==> src/rtl/wb_b3_master.sv <==
// Wishbone B3 burst initiator: accepts one read/write command at a time,
// runs it as a classic or incrementing/wrapping burst, reports completion.
module wb_b3_master #(
  parameter int unsigned dw             = 32,
  parameter int unsigned aw             = 32,
  parameter int unsigned timeout_cycles = 255
) (
  input  logic          wb_clk_i,
  input  logic          wb_rst_n_i,
  input  logic          cmd_valid_i,
  output logic          cmd_ready_o,
  input  logic          cmd_we_i,
  input  logic [aw-1:0] cmd_adr_i,
  input  logic [4:0]    cmd_len_i,
  input  logic [1:0]    cmd_bte_i,
  input  logic [3:0]    cmd_sel_i,
  input  logic [dw-1:0] wr_dat_i,
  input  logic          wr_valid_i,
  output logic          wr_ready_o,
  output logic [dw-1:0] rd_dat_o,
  output logic          rd_valid_o,
  output logic          done_o,
  output logic          err_o,
  output logic [aw-1:0] wb_adr_o,
  output logic [1:0]    wb_bte_o,
  output logic [2:0]    wb_cti_o,
  output logic          wb_cyc_o,
  output logic [dw-1:0] wb_dat_o,
  output logic [3:0]    wb_sel_o,
  output logic          wb_stb_o,
  output logic          wb_we_o,
  input  logic          wb_ack_i,
  input  logic          wb_err_i,
  input  logic          wb_rty_i,
  input  logic [dw-1:0] wb_dat_i
);

  localparam int unsigned WDW = (timeout_cycles < 2) ? 1 : $clog2(timeout_cycles);

  typedef enum logic [1:0] {
    S_IDLE,
    S_BUS,
    S_END
  } state_e;

  state_e        state_q, state_d;
  logic          we_q, we_d;
  logic [aw-1:0] adr_q, adr_d;
  logic [1:0]    bte_q, bte_d;
  logic [3:0]    sel_q, sel_d;
  logic          single_q, single_d;
  logic [3:0]    cnt_q, cnt_d;
  logic [WDW-1:0] wd_q, wd_d;
  logic          err_q, err_d;
  logic          rd_valid_q, rd_valid_d;
  logic [dw-1:0] rd_dat_q, rd_dat_d;

  logic          stb;
  logic          beat_ok;
  logic          resp_fail;
  logic          wd_expire;
  logic          last_beat;
  logic [4:0]    len_eff;
  logic [aw-1:0] adr_inc;
  logic [aw-1:0] wrap_mask;
  logic [aw-1:0] adr_next;

  // Bus handshake qualifiers for the current cycle
  always_comb begin
    stb       = (state_q == S_BUS) && (!we_q || wr_valid_i);
    // err/rty win over a simultaneous ack: the beat is not taken
    beat_ok   = stb && wb_ack_i && !wb_err_i && !wb_rty_i;
    resp_fail = stb && (wb_err_i || wb_rty_i);
    wd_expire = stb && !wb_ack_i && !wb_err_i && !wb_rty_i &&
                (wd_q == WDW'(timeout_cycles - 1));
    last_beat = (cnt_q == 4'd0);
    len_eff   = (cmd_len_i == 5'd0) ? 5'd1 : cmd_len_i;
  end

  // Next beat address: linear, or wrapping inside a 16/32/64-byte window
  always_comb begin
    adr_inc = adr_q + aw'(4);
    case (bte_q)
      2'b01:   wrap_mask = aw'(12);
      2'b10:   wrap_mask = aw'(28);
      2'b11:   wrap_mask = aw'(60);
      default: wrap_mask = '1;
    endcase
    adr_next = (adr_q & ~wrap_mask) | (adr_inc & wrap_mask);
  end

  // Command FSM: next state, command registers, beat/watchdog counters
  always_comb begin
    state_d    = state_q;
    we_d       = we_q;
    adr_d      = adr_q;
    bte_d      = bte_q;
    sel_d      = sel_q;
    single_d   = single_q;
    cnt_d      = cnt_q;
    wd_d       = wd_q;
    err_d      = err_q;
    rd_valid_d = 1'b0;
    rd_dat_d   = rd_dat_q;
    case (state_q)
      S_IDLE: begin
        if (cmd_valid_i) begin
          state_d  = S_BUS;
          we_d     = cmd_we_i;
          adr_d    = cmd_adr_i;
          single_d = (len_eff == 5'd1);
          bte_d    = (len_eff == 5'd1) ? 2'b00 : cmd_bte_i;
          sel_d    = (len_eff == 5'd1) ? cmd_sel_i : 4'hf;
          cnt_d    = 4'(len_eff - 5'd1);
          wd_d     = '0;
          err_d    = 1'b0;
        end
      end
      S_BUS: begin
        if (resp_fail || wd_expire) begin
          state_d = S_END;
          err_d   = 1'b1;
          wd_d    = '0;
        end else if (beat_ok) begin
          adr_d = adr_next;
          wd_d  = '0;
          if (!we_q) begin
            rd_valid_d = 1'b1;
            rd_dat_d   = wb_dat_i;
          end
          if (last_beat) state_d = S_END;
          else           cnt_d   = cnt_q - 4'd1;
        end else if (stb) begin
          wd_d = wd_q + WDW'(1);
        end
      end
      S_END: begin
        state_d = S_IDLE;
      end
      default: begin
        state_d = S_IDLE;
      end
    endcase
  end

  // State and datapath registers, asynchronously cleared
  always_ff @(posedge wb_clk_i or negedge wb_rst_n_i) begin
    if (!wb_rst_n_i) begin
      state_q    <= S_IDLE;
      we_q       <= 1'b0;
      adr_q      <= '0;
      bte_q      <= '0;
      sel_q      <= '0;
      single_q   <= 1'b0;
      cnt_q      <= '0;
      wd_q       <= '0;
      err_q      <= 1'b0;
      rd_valid_q <= 1'b0;
      rd_dat_q   <= '0;
    end else begin
      state_q    <= state_d;
      we_q       <= we_d;
      adr_q      <= adr_d;
      bte_q      <= bte_d;
      sel_q      <= sel_d;
      single_q   <= single_d;
      cnt_q      <= cnt_d;
      wd_q       <= wd_d;
      err_q      <= err_d;
      rd_valid_q <= rd_valid_d;
      rd_dat_q   <= rd_dat_d;
    end
  end

  // Cycle type: classic for single beats, incrementing burst otherwise
  always_comb begin
    wb_cti_o = 3'b000;
    if (state_q == S_BUS && !single_q) begin
      wb_cti_o = last_beat ? 3'b111 : 3'b010;
    end
  end

  // Output mapping
  always_comb begin
    cmd_ready_o = (state_q == S_IDLE);
    wb_cyc_o    = (state_q == S_BUS);
    wb_stb_o    = stb;
    wb_we_o     = we_q;
    wb_adr_o    = adr_q;
    wb_bte_o    = bte_q;
    wb_sel_o    = sel_q;
    wb_dat_o    = wr_dat_i;
    wr_ready_o  = we_q && beat_ok;
    rd_valid_o  = rd_valid_q;
    rd_dat_o    = rd_dat_q;
    done_o      = (state_q == S_END);
    err_o       = (state_q == S_END) && err_q;
  end

endmodule

==> config.mk <==
export PLATFORM = sky130hd
export DESIGN_NAME = wb_b3_master
export DESIGN_NICKNAME = d
export VERILOG_FILES = /design/src/rtl/wb_b3_master.sv
export SDC_FILE = /design/constraint.sdc
export NUM_CORES = 1
export LEC_CHECK = 0
export ABC_AREA = 1
export CORE_MARGIN = 2
export CORE_UTILIZATION = 35
export DETAILED_ROUTE_END_ITERATION = 10
export MAX_ROUTING_LAYER = met4
export PLACE_DENSITY = 0.78
export SLEW_MARGIN = 25
export SYNTH_ARGS = -nofsm -noshare
export SYNTH_HDL_FRONTEND = slang
export SYNTH_SLANG_ARGS = --single-unit
==> constraint.sdc <==
create_clock -name wb_clk_i -period 1.9 [get_ports wb_clk_i]
set_input_delay 0.285 -clock wb_clk_i [delete_from_list [all_inputs] [get_ports wb_clk_i]]
set_output_delay 0.285 -clock wb_clk_i [all_outputs]
set_load 0.02 [all_outputs]
After elaboration in Yosys (flattened, before gate mapping)
Cells that the tools add are included.
{"block": "classes", "n_reduce_logical": 31, "n_bitwise": 6, "mux": 32, "add_sub_neg": 4, "eq_ne": 15}
{"operator": "32-bit two-way mux", "count": 3}
{"operator": "32-bit case mux with 3 select lines", "count": 1}
{"operator": "32-bit AND", "count": 2}
{"operator": "32-bit case mux with 2 select lines", "count": 1}
{"operator": "32-bit by 3-bit adder with 32-bit output (second input constant)", "count": 1}
{"operator": "8-bit two-way mux", "count": 4}
{"operator": "32-bit NOT", "count": 1}
{"operator": "32-bit bitwise OR", "count": 1}
{"operator": "4-bit two-way mux", "count": 5}
{"operator": "8-bit case mux with 2 select lines", "count": 1}
{"operator": "1-bit logical AND", "count": 12}
{"operator": "2-bit two-way mux", "count": 5}
{"operator": "3-bit AND reduction", "count": 3}
{"operator": "8-bit by 1-bit adder with 8-bit output (second input constant)", "count": 1}
{"operator": "8-bit == test (second input constant)", "count": 1}
{"operator": "4-bit case mux with 2 select lines", "count": 1}
{"operator": "4-bit AND reduction", "count": 2}
{"operator": "4-bit by 1-bit subtractor with 4-bit output (second input constant)", "count": 2}
{"operator": "2-bit == test (second input constant)", "count": 3}
{"operator": "1-bit two-way mux", "count": 6}
{"operator": "3-bit two-way mux", "count": 2}
{"operator": "2-bit inequality test (second input constant)", "count": 3}
{"operator": "3-bit by 1-bit inequality test with 1-bit output (second input constant)", "count": 2}
{"operator": "5-bit by 1-bit == test with 1-bit output (second input constant)", "count": 1}
{"operator": "15 further kinds", "count": 24}
{"block": "totals", "register_bits": 88, "input_bits": 115, "output_inout_bits": 113, "word_cells": 99}

Longest topological paths before layout
Gate-level depths: netlist of the first run.
{"block": "logic_depth", "ltp_word": 10, "depth_mapped": 11}

Worst setup path before layout of the first run
Ideal clock, no wire load.
{"block": "synth_path", "kind": "flip-flop to output port", "from": "reg state_q[1]", "to": "out wb_cti_o[2]", "required_time_ps": 1615, "slack_ps": 191, "stages_incl_launch_ff": 8, "path_buffers": 2, "arrival_time_ps": 1424, "cell_sequence": "dfrtp_1 > inv_2 > nand2_2 > buf_6 > nor2_1 > inv_1 > nor2_1 > buf_4"}
{"block": "synth_between", "elab_chain_cells": 3}
{"item": "start: declaration", "line_no": "46", "text": "state_e state_q, state_d;"}
{"item": "start signal: assignment", "line_no": "161", "text": "state_q <= state_d;"}
{"item": "2-bit by 1-bit == test with 1-bit output", "line_no": "178", "text": "if (state_q == S_BUS && !single_q) begin"}
{"item": "1-bit logical AND", "line_no": "178"}
{"item": "3-bit two-way mux", "line_no": "178"}
{"item": "end: declaration", "line_no": "26", "text": "output logic [2:0] wb_cti_o,"}
Every way passes these cells.

Worst setup path in the final report of the first run
{"block": "layout_path", "from": "reg state_q[1]", "to": "out wb_cti_o[1]"}
Same word-level chain as after synthesis.

==> run_results.csv, run 1 <==
group,metric,value,unit
status,status,"completed",
synth,synth_top_family_by_area,"simple AND/OR/NAND/NOR gates",
synth,yosys.area_share.simple,0.342,
synth,synthAdderAreaFrac,0.0147,
synth,muxShareOfSynthArea,0,
synth,synth_seq_area_share,0.432,
synth,synth_xor_area_frac,0.0120,
sta,period_share,0.959,
grt,overflow,0,
power,p_total,11.3,mW
floorplan,fp.dieH,125,um
sta,fin_skew,8.34,ps
floorplan,die_w,125,um
sta,fmax,549,MHz
synth,syn_inst,716,
layout,final_util,0.503,
cts,cts_htree_levels,3,
sta,worst_slew_pin_slew,408,ps
synth,syn-num-nets,837,
cts,clk_pin_slew_worst_paths,70,ps
synth,synth.avg_cell_area,7.12,um^2
worst_setup_path,cpPeakStageDelay,390,ps
layout,drive_gt1_frac,0.0923,
worst_setup_path,reg2reg_from,"wb_adr_o[2]$_DFFE_PN0P_",
sta,setup_violations,0,
worst_setup_path,slowest_stage,"dfrtp_1",
cts,cts_buffer_depth,2,
place,place_hpwl,11.2,mm
worst_setup_path,startpoint,"state_q[1]$_DFFE_PN0P_",
cts,cts_root_buf,"clkbuf_16",
detailed_routing,vias,5060,
synth,yosys_register_bits,88,
flow_run,drv_cap,0,
cts,cts_inserted_buffers,9,
detailed_routing,drt-total-wl,14.7,mm
cts,insertion_delay,350,ps
sta,timing.final.crit_period,1820,ps
detailed_routing,avgViaCountPerCell,4.76,
cts,cts_tree,"yes",
grt,grt_pass1_wl,24.4,mm
power,p_per_area,1560,nW/um^2
sta,slew_headroom,0.727,
grt,antenna_found_initial,0,
floorplan,fp-row-count,44,
synth,ys_warn_count,0,
worst_setup_path,cp_max_fo,11,
floorplan,dieArea,15500,um^2
layout,nNetsFinal,994,
place,place_congestion,0.904,
detailed_routing,wl_per_cell,13.8,um
synth,syn_area,5100,um^2
grt,track_usage,0.199,
detailed_routing,drc_errors,0,
place,io_buffers,163,
grt,grt_max_degree,39,
detailed_routing,drt_iter0_markers,309,
floorplan,io_pins,228,
worst_setup_path,end_kind,"primary output",
detailed_routing,postRouteAntennaNets,0,
worst_hold_path,hold_path.class,"in2async",
grt,grt_pass1_vias,4948,
layout,antenna_cells,0,
floorplan,floorplan.initialDensity,0.355,
floorplan,core_area,14400,um^2
synth,synth.distinct_cells,36,
worst_setup_path,cp-start-kind,"register",
detailed_routing,drtPass1Iterations,5,
power,irDropWorstVdd,0.696,mV
layout,filler_cell_count,1403,
sta,finalHoldViolCount,0,
layout,synthToLayoutAreaGrowth,41.7,%
worst_setup_path,path_class,"reg2out",
place,placed_cells,1045,
sta,final-max-slew-violation-count,0,
cts,clock_sinks,88,
worst_setup_path,crit_chain,"inv_2 -> nand2_2 -> buf_4 -> nor2_1 -> clkdlybuf4s15_1",
worst_setup_path,cp.required,1620,ps
layout,stdcell_count,1062,
synth,synth-compound-area-share,0.0872,
power,p_leak,3.37,nW
worst_setup_path,critPathArrivalTime,1540,ps
==> layer usage <==
| metal | GRT usage | vias to the layer above | share of wire |
|---|---|---|---|
| li1 | - | 2515 | - |
| met1 | 0.245 | 2326 | 0.43 |
| met2 | 0.314 | 192 | 0.47 |
| met3 | 0.0464 | 27 | 0.074 |
| met4 | 0.0872 | 0 | 0.025 |
| met5 | - | - | 0 |
==> cell families (layout without fill, tap and decap cells) <==
group	Yosys count	in the layout
compound gates	80	80
fa+ha+maj	6	6
simple gates	430	430
flops	88	88
buf+inv	105	267
xor+xnor	7	7
==> stage by stage <==
stage	setup TNS [ps]	hold slack, ps	worst slack [ps]	area, um^2
after global routing	-15.8	409	-10.7	7220
after CTS	0	382	4.89	7230
final	0	375	77.2	7220
after global placement	-1630	208	-134	6900
after detailed placement	-2490	206	-178	6900
after floorplan	0	-10.6	191	5100
==> power breakdown <==
group	total, mW	leakage, nW	internal (mW)	switching, mW
sequential	3.32	1.09	2.63	0.693
clock	1.90	0.152	1.10	0.803
combinational	6.03	2.13	2.62	3.40
==> cell usage after synthesis (all sizes together) <==
cell type	n	area, um^2
a21boi	1	7.51
a21oi	21	109
a22oi	2	15.0
a31oi	1	6.26
and2	1	6.26
buf	49	358
clkbuf	3	11.3
dfrtp	88	2200
ha	6	75.1
inv	53	199
nand2	279	1070
nand3	23	128
nand3b	3	22.5
nand4	2	12.5
nor2	116	465
nor3	2	10.0
nor3b	1	7.51
o21ai	46	234
o22a	4	35.0
o22ai	1	6.26
o31ai	3	22.5
o32ai	1	8.76
or2	3	18.8
xnor2	2	17.5
xor2	5	43.8
==> cell usage in the layout, fill, tap and decap left out, types with 5 or more instances in the layout <==
master,instances
buf_4,30
nand2_1,272
nor2_2,6
clkbuf_16,9
buf_12,5
nor2_1,107
ha_1,6
xor2_1,5
inv_2,5
a21oi_1,20
o21ai_0,41
inv_1,48
dfrtp_1,88
nand3_1,22
nand2_2,5
clkdlybuf4s50_1,153
==> path summary, 6_finish.rpt <==
| kind | end | slack (ps) | cells past startpoint |
|---|---|---|---|
| worst min-delay path | asynchronous set/reset pin | 370 | 2 |
| worst max-delay path | wb_cti_o[1] | 80 | 5 |
| min in group wb_clk_i | rd_dat_o[5]$_DFFE_PN0P_ | 460 | 3 |
| worst max register to register | register | 140 | 9 |
| max in group asynchronous | rd_dat_o[14]$_DFFE_PN0P_ | 950 | 3 |
| worst min register to register | rd_dat_o[25]$_DFFE_PN0P_ | 470 | 2 |
==> critical path: cells and delay by family (launching register included) <==
family | cells | cell delay [ps]
simple gates | 2 | 200
flops | 1 | 390
buf+inv | 3 | 590
==> repair_timing <==
item	CTS	global route
hold buffers	1	0
endpoints found under the setup margin	8	11
cloned	0	0
resized for setup	12	10
setup buffers	0	0
hold endpoints to repair	19	0
==> area by class of cell <==
cell class | count | area (um^2) | area share
Multi-Input combinational cell | 523 | 2330 | 0.323
Timing Repair Buffer | 198 | 1940 | 0.269
Tap cell | 184 | 230 | 0.0319
Clock buffer | 11 | 253 | 0.0350
Inverter | 53 | 199 | 0.0275
Clock inverter | 5 | 63.8 | 0.00884
Sequential cell | 88 | 2200 | 0.305
Note: power is estimated with default switching activity, not from simulation.
==> run 2: changes to the inputs <==
--- a/config.mk
+++ b/config.mk
@@ -6,6 +6,7 @@
 export NUM_CORES = 1
 export LEC_CHECK = 0
 export ABC_AREA = 1
+export CORE_ASPECT_RATIO = 2
 export CORE_MARGIN = 2
 export CORE_UTILIZATION = 35
 export DETAILED_ROUTE_END_ITERATION = 10
==> constraint.sdc (replaced) <==
create_clock -name wb_clk_i -period 1.9 [get_ports wb_clk_i]
set_input_delay 0.19 -clock wb_clk_i [delete_from_list [all_inputs] [get_ports wb_clk_i]]
set_output_delay 0.19 -clock wb_clk_i [all_outputs]
set_load 0.02 [all_outputs]
==> run_results.csv, run 2 (synthesis gave the netlist of run 1 again) <==
group,metric,value,unit
power,p_leak,3.31,nW
detailed_routing,drt_iter0_markers,154,
place,place_hpwl,12.4,mm
sta,fin_skew,9.14,ps
cts,cts_htree_levels,3,
cts,clk_pin_slew_worst_paths,70,ps
flow_run,drv_cap,0,
power,p_per_area,1540,nW/um^2
worst_setup_path,startpoint,"state_q[1]$_DFFE_PN0P_",
worst_setup_path,ff2ff_setup_slack,130,ps
detailed_routing,drc_errors,0,
sta,setup_violations,0,
power,irDropWorstVdd,0.760,mV
floorplan,floorplan.initialDensity,0.357,
detailed_routing,vias,5131,
worst_setup_path,cp.required,1710,ps
layout,nNetsFinal,991,
cts,cts_root_buf,"clkbuf_16",
worst_setup_path,worstRegToRegCells,9,
floorplan,fp-row-count,62,
grt,antenna_found_initial,1,
detailed_routing,wl_per_cell,14.8,um
worst_setup_path,end_kind,"primary output",
status,status,"completed",
worst_setup_path,crit_chain,"buf_4 -> nor2_2 -> clkdlybuf4s50_1",
place,place_congestion,0.993,
sta,slew_headroom,0.593,
worst_setup_path,critPathArrivalTime,1620,ps
place,io_buffers,163,
detailed_routing,postRouteAntennaNets,0,
sta,period_share,0.955,
worst_setup_path,cpPeakStageDelay,620,ps
grt,track_usage,0.216,
floorplan,die_w,89.3,um
worst_setup_path,path_class,"reg2out",
floorplan,core_area,14300,um^2
detailed_routing,drt-total-wl,15.8,mm
cts,cts_inserted_buffers,9,
worst_hold_path,hold_path.class,"in2out",
cts,cts_buffer_depth,2,
worst_setup_path,cp-start-kind,"register",
grt,grt_max_degree,44,
cts,insertion_delay,340,ps
worst_setup_path,slowest_stage,"clkdlybuf4s50_1",
layout,drive_gt1_frac,0.0881,
sta,fin_tns_setup,0,ps
sta,timing.final.crit_period,1810,ps
floorplan,fp.dieH,175,um
detailed_routing,drtPass1Iterations,5,
grt,grt_pass1_wl,25.3,mm
worst_setup_path,critPathCapture,"cmd_ready_o",
cts,clock_sinks,88,
worst_setup_path,reg2reg_from,"wb_adr_o[3]$_DFFE_PN0P_",
grt,overflow,0,
grt,grt_pass1_vias,5268,
floorplan,dieArea,15600,um^2
layout,synthToLayoutAreaGrowth,40.6,%
layout,final_cell_mix,"nand2_1, clkdlybuf4s50_1, nor2_1",
cts,cts_tree,"yes",
detailed_routing,avgViaCountPerCell,4.81,
worst_setup_path,cp_max_fo,2,
sta,holdWs,380,ps
sta,worst_slew_pin_slew,611,ps
sta,fmax,551,MHz
layout,final_common_cell,"nand2_1",
sta,final-max-slew-violation-count,0,
sta,finalHoldViolCount,0,
floorplan,io_pins,228,
==> run 2: worst min-delay path by stage <==
stage | from | end | cells past startpoint
floorplan | wb_rst_n_i | asynchronous set/reset pin | 0
global placement | wb_rst_n_i | asynchronous set/reset pin | 1
detailed placement | wb_rst_n_i | asynchronous set/reset pin | 1
finish | wr_dat_i[0] | wb_dat_o[0] | 0
global route | wb_dat_i[21] | rd_dat_o[21]$_DFFE_PN0P_ | 3
CTS | cmd_adr_i[0] | register | 3
==> run 2: power by group <==
| group | switching [mW] | total [mW] | internal (mW) |
|---|---|---|---|
| Clock | 0.786 | 1.81 | 1.02 |
| Combinational | 3.37 | 5.90 | 2.53 |
| Sequential | 0.716 | 3.35 | 2.63 |
| Total | 4.88 | 11.1 | 6.18 |
==> run 2: layer usage <==
metal / vias up / global-route usage / wire (um)
met1: 2390 / 0.212 / 5380
met5: - / - / 0
met3: 54 / 0.0302 / 641
met4: 0 / 0.127 / 845
met2: 173 / 0.385 / 8920
li1: 2514 / - / -
==> run 2: final cells by class <==
cell class | count | area [um^2]
Clock buffer | 9 | 225
Clock inverter | 6 | 67.6
Multi-Input combinational cell | 523 | 2340
Tap cell | 192 | 240
Fill cell | 1434 | 7110
Inverter | 53 | 201
Sequential cell | 88 | 2200
Timing Repair Buffer | 195 | 1890
Antenna cell | 1 | 2.50
==> run 2: metrics by stage <==
stage	std cells	worst slack (ps)	power, mW	instance area, um^2	util
global placement	1050	-45.0	9.24	6850	0.480
global route	1067	-6.36	11.9	7160	0.502
CTS	1066	58.8	11.1	7150	0.501
finish	1067	85.0	11.1	7160	0.502
floorplan	716	209	6.69	5100	-
detailed placement	1050	-105	9.34	6850	0.480
==> run 2: worst max-delay path: cells and delay by family (launching register included) <==
| family | cells | cell delay (ps) |
|---|---|---|
| buffers and inverters | 2 | 770 |
| DFF | 1 | 390 |
| and+or+nand+nor | 1 | 130 |
==> run 2: timing repair <==
| item | in CTS | in global routing |
|---|---|---|
| resized for setup | 7 | 12 |
| buffers inserted | 0 | 0 |
| pin swaps | 0 | 1 |
| endpoints found under the setup margin | 6 | 17 |
| hold endpoints to repair | 41 | 0 |
| hold buffers | 1 | 0 |
==> edit 1, RTL diff (settings of run 2) <==
`timeout_cycles`: 255 -> 510.
--- a/src/rtl/wb_b3_master.sv
+++ b/src/rtl/wb_b3_master.sv
@@ -4,5 +4,5 @@
   parameter int unsigned dw             = 32,
   parameter int unsigned aw             = 32,
-  parameter int unsigned timeout_cycles = 255
+  parameter int unsigned timeout_cycles = 510
 ) (
   input  logic          wb_clk_i,
Check against the original RTL: same outputs for any inputs over 4 cycles, from zero or initial values and one cycle with wb_rst_n_i low; that may be too few to reach the edited logic, so the function may still have changed.
==> edit 1 against run 2 <==
- worst setup slack improved by 0.037 ns
- synthesized area increased by 0.81%
- clock power down 8%
- maximum frequency rose by 2.1%
- wire length decreased by 3.2%
- design area up 0.98%
- sequential cell count grew 1
- sequential share of layout area about the same
- register-to-register slack improved by 0.04 ns
- total power decreased by 2.7%
- largest cell class unchanged
==> edit 1: results (changes against run 2) <==
Global route
  • Via count of the first global-routing pass: 5,109 (-3.0%)
  • Maximum number of pins on one net before global-route repair: 45 (+2.3%)
  • Tot GR Track Use: 20.88% (-0.70 points)
  • Number of antenna violations at the first check in global routing: 0 (-1)
  • Global-route wire length before repair: 24,550 um (-2.8%)

Synth
  • Fraction of the yosys area taken by sequential cells: 43.35% (+0.14 points)
  • Area share of fa/ha/maj cells after synthesis: 1.461% (-0.012 points)
  • Cell types occupying the most area after synthesis: sky130_fd_sc_hd__dfrtp_1 (43%), sky130_fd_sc_hd__nand2_1 (21%), sky130_fd_sc_hd__nor2_1 (7.7%)
  • Post-Syn Nets: 842 (+0.60%)
  • Xor and xnor fraction of the mapped netlist area: 1.705% (+0.50 points)
  • Async SR Flop Fraction: 100.0% (unchanged)
  • Top cells by count, synth: sky130_fd_sc_hd__nand2_1 (287), sky130_fd_sc_hd__nor2_1 (105), sky130_fd_sc_hd__dfrtp_1 (89), sky130_fd_sc_hd__inv_1 (49), sky130_fd_sc_hd__buf_4 (35)
  • Number of distinct library cells after synthesis: 37 (+2.8%)
  • Compound-Gate Fraction of Synth Area: 7.599% (-1.1 points)
  • Most frequently used flop master after synthesis: sky130_fd_sc_hd__dfrtp_1

Placed design
  • Port bufs: 163 (unchanged)
  • Half-perimeter wire length after placement: 11,970 um (-3.4%)
  • Cell area after placement: 0.006913 mm2 (+0.86%)
  • Pre-CTS worst setup slack: 0.04710 ns (+0.1525 ns)
  • Global placer's final weighted congestion: 0.8770 (-12%)

Finish
  • Share of cells above drive strength 1: 8.730% (-0.080 points)
  • Ant. Diodes: 0 (-1)
  • Number of nets at the end of the flow: 998 (+0.71%)

Pwr
  • Pleak: 3.403 nW (+2.7%)
  • VDD IR max: 763.3 uV (+0.38%)

Run
  • Number of violations of the max-capacitance limit: 0 (unchanged)

CTS
  • Level count of the clock H-tree: 3 (unchanged)
  • Clock Root Buffer: sky130_fd_sc_hd__clkbuf_16

STA
  • Worst slew pin tran: 0.5670 ns (-0.04423 ns)
  • Final clock skew: 0.005800 ns (-0.003344 ns)

Setup path
  • Worst Path Max Fanout: 4 (+2)
  • Arrival time of the worst setup path: 1.59 ns (-0.03 ns)

Routing
  • First DRT Iteration DRCs: 183 (+19%)
  • First drt pass iteration count: 4 (-1)
  • Total via count in the routed design: 5,038 (-1.8%)
  • Wire length per cell: 14.23 um (-3.8%)

Outcome
  • Run status: finished clean

Min path
  • Hold Crit Class: input port to output port
[edit 1: cell count changes in the layout (fill, tap and decap cells not counted), sizes merged, moves of 2 or more]
cell	before	now
a21oi	21	18
nand3	23	26
o31ai	3	1
nor2	116	110
nand4	2	4
inv	55	52
nand2	279	291
xor2	5	7
nor3	2	5
o21ai	46	39
clkbuf	11	14
o21bai	0	2
[edit 1: cells by family (layout without fill, tap and decap cells)]
| group | count (synthesis) | in the layout |
|---|---|---|
| compound gates | 67 | 67 |
| xor+xnor | 10 | 10 |
| fa+ha+maj | 6 | 6 |
| buf+inv | 103 | 264 |
| flops | 89 | 89 |
| simple gates | 446 | 446 |
[edit 1: layer usage]
layer	GRT usage, %	share of wire (%)	vias up
met5	-	0	-
met4	10.32	3.5	0
met3	3.008	4.6	43
met2	38.91	58	174
met1	19.73	33	2297
li1	-	-	2524
[edit 1: layout make-up]
cell class,instances,area (um2)
fillers,1402,7118
multi-input cells,529,2390
flip-flops and latches,89,2227
repair buffers,196,1906
clock buffers,12,246.5
well taps,192,240.2
inverters,52,195.2
clock inverters,4,28.78
[edit 1: power breakdown]
group	leakage, nW	total (W)	switching [W]	internal (W)
sequential	1.10	0.00340	0.000748	0.00265
clock	0.129	0.00166	0.000737	0.000923
combinational	2.17	0.00570	0.00323	0.00247
[edit 1: through the flow]
step                      utilization (%)  hold slack [ns]  instances
after floorplan                         -          -0.1056        721
after global placement              48.17           0.2132       1054
after detailed placement            48.17           0.2180       1054
after CTS                           50.16           0.3642       1071
after global routing                50.40           0.3800       1074
final                               50.40           0.3800       1074
[edit 1: path summary, 6_finish.rpt]
| path | depth (start not counted) | endpoint | slack [ns] | startpoint |
|---|---|---|---|---|
| max in group asynchronous | 3 | rd_dat_o[13] | 0.88 | wb_rst_n_i |
| min in group asynchronous | 2 | err_q | 0.39 | wb_rst_n_i |
| worst min register to register | 2 | rd_dat_o[14] | 0.47 | rd_dat_o[14] |
| worst min-delay path | 0 | wb_dat_o[15] | 0.38 | wr_dat_i[15] |
| worst max register to register | 8 | wd_q[6] | 0.17 | state_q[0] |
| worst max-delay path | 2 | err_o | 0.12 | state_q[0] |
[edit 1: timing repair]
action                                 CTS  global route
setup endpoints to repair                5            18
gates resized for setup                  6            15
pin swaps                                0             1
hold buffers                             1             0
setup buffers                            0             3
endpoints found under the hold margin   39             0
[edit 1: worst max-delay path, delay by kind of cell (launching register included)]
family        cells  cell delay (ns)
flops             1             0.43
simple gates      1             0.19
buf+inv           1             0.63
==> edit 2, RTL diff (config.mk and constraints of run 2) <==
Made on the original files. Re-encode `state_e` (3 states) as one-hot, 3 bits wide.
--- a/src/rtl/wb_b3_master.sv
+++ b/src/rtl/wb_b3_master.sv
@@ -38,8 +38,8 @@
   localparam int unsigned WDW = (timeout_cycles < 2) ? 1 : $clog2(timeout_cycles);
 
-  typedef enum logic [1:0] {
-    S_IDLE,
-    S_BUS,
-    S_END
+  typedef enum logic [2:0] {
+    S_IDLE = 3'b001,
+    S_BUS  = 3'b010,
+    S_END  = 3'b100
   } state_e;
 
Function: same outputs for any inputs over 4 cycles, from zero or initial values and one cycle with wb_rst_n_i low; so few cycles prove little.
==> edit 2 against run 2 <==
- worst setup slack better by 0.039 ns
- via count up 3.6%
- total power shrank 2.2%
- wire length rose by 0.56%
- design area grew 2.9%
- non-clock buffer count is 9 lower
- synthesized area rose by 4.9%
- global-route usage decreased by 1.3 points
- sequential cell count increased by 1
- largest cell class unchanged
- largest power group unchanged
- highest routed layer unchanged
==> edit 2: results (changes against run 2) <==
Pwr
  • Sw power: 0.004846 W (-0.63%)
  • Sequential group share of total power: 30.6% (+0.3 points)
  • Internal Dissipation: 0.005974 W (-3.4%)
  • VDD IR max: 655.4 uV (-14%)
  • Pleak: 3.629 nW (+9.6%)
  • Clock network power: 0.00174 W (-4%)

Global route
  • Global-route wire length before repair: 25,390 um (+0.52%)
  • Tot GR Track Use: 20.27% (-1.3 points)
  • Maximum number of pins on one net before global-route repair: 90 (+100%)
  • Number of antenna violations at the first check in global routing: 0 (-1)
  • Remaining global-route overflow: 0 (unchanged)

Synth
  • Synth Instances: 779 (+8.8%)
  • Xor and xnor fraction of the mapped netlist area: 1.311% (+0.11 points)
  • Compound-Gate Fraction of Synth Area: 6.156% (-2.6 points)
  • Cell types occupying the most area after synthesis: sky130_fd_sc_hd__dfrtp_1 (41%), sky130_fd_sc_hd__nand2_1 (24%), sky130_fd_sc_hd__inv_1 (5.5%)
  • Post-Syn Nets: 900 (+7.5%)
  • Number of distinct library cells after synthesis: 32 (-11%)
  • Area share of fa/ha/maj cells after synthesis: 1.404% (-0.069 points)
  • Top cells by count, synth: sky130_fd_sc_hd__nand2_1 (346), sky130_fd_sc_hd__dfrtp_1 (88), sky130_fd_sc_hd__inv_1 (78), sky130_fd_sc_hd__nor2_1 (78), sky130_fd_sc_hd__buf_4 (35)
  • Fraction of the yosys area taken by sequential cells: 41.69% (-1.5 points)

Min path
  • Hold Crit Class: input port to flip-flop
  • Hold worst-path end: rd_dat_o[18]
  • Hold-critical path depth: 3 (+3)
  • Origin of the worst min-delay path: wb_dat_i[18]

Setup path
  • Arrival time of the worst setup path: 2.00 ns (+0.38 ns)
  • Source of the critical timing path: state_q[0]
  • Critical-path top delay cell: sky130_fd_sc_hd__dfstp_2
  • Type of element capturing the critical path: flip-flop
  • Maximum cell stage delay along the critical path: 0.58 ns (-0.04 ns)
  • Worst Path Max Fanout: 11 (+9)
  • Gate family responsible for the most delay along the worst path: flip-flops

STA
  • Final clock skew: 0.008595 ns (-0.0005492 ns)
  • Worst slew pin tran: 0.5098 ns (-0.1014 ns)
  • Fmax: 563.1 MHz (+2.2%)
  • WHS: 0.3757 ns (-0.004315 ns)

Finish
  • Sequential cell area: 0.002228 mm2 (+1.1%)
  • Ant. Diodes: 0 (-1)
  • Number of nets at the end of the flow: 1,047 (+5.7%)

Routing
  • Routed Wire Length: 15,870 um (+0.56%)
  • First drt pass iteration count: 4 (-1)
  • First DRT Iteration DRCs: 201 (+31%)
  • Wire length per cell: 14.10 um (-4.7%)

Outcome
  • Run status: finished clean

Placed design
  • Pre-CTS worst setup slack: 0.01998 ns (+0.1254 ns)
  • Global placer's final weighted congestion: 0.9514 (-4.2%)
  • Cell area after placement: 0.007027 mm2 (+2.5%)
-- edit 2: changes by cell type in the layout (fill, tap and decap cells not counted), sizes merged, moves of 5 or more --
cell / before / now
nand3: 23 / 31
inv: 55 / 87
buf: 32 / 25
nand4: 2 / 8
o21ai: 46 / 41
a21oi: 21 / 11
nand2: 279 / 349
nor2: 116 / 84
-- edit 2: layout make-up --
class                   instances  share of cell area, %
clock buffers                  10                  3.243
clock inverters                 6                 0.6621
inverters                      86                  4.601
multi-input cells             553                  32.87
flip-flops and latches         89                  30.24
well taps                     195                  3.311
repair buffers                186                  24.96
repair inverters                1                 0.1188
-- edit 2: repair_timing --
item / 4_1_cts / 5_1_grt
hold endpoints to repair: 88 / 0
hold buffers: 1 / 0
setup endpoints to repair: 9 / 25
gates resized for setup: 19 / 10
buffers inserted: 0 / 1
pin swaps: 0 / 0
cloned: 0 / 1
-- edit 2: layer usage --
metal	global-route usage, %	part of all wire [%]
met4	12.69	4.9
met5	-	0
met2	37.75	56
met3	3.615	5.8
met1	18.83	34
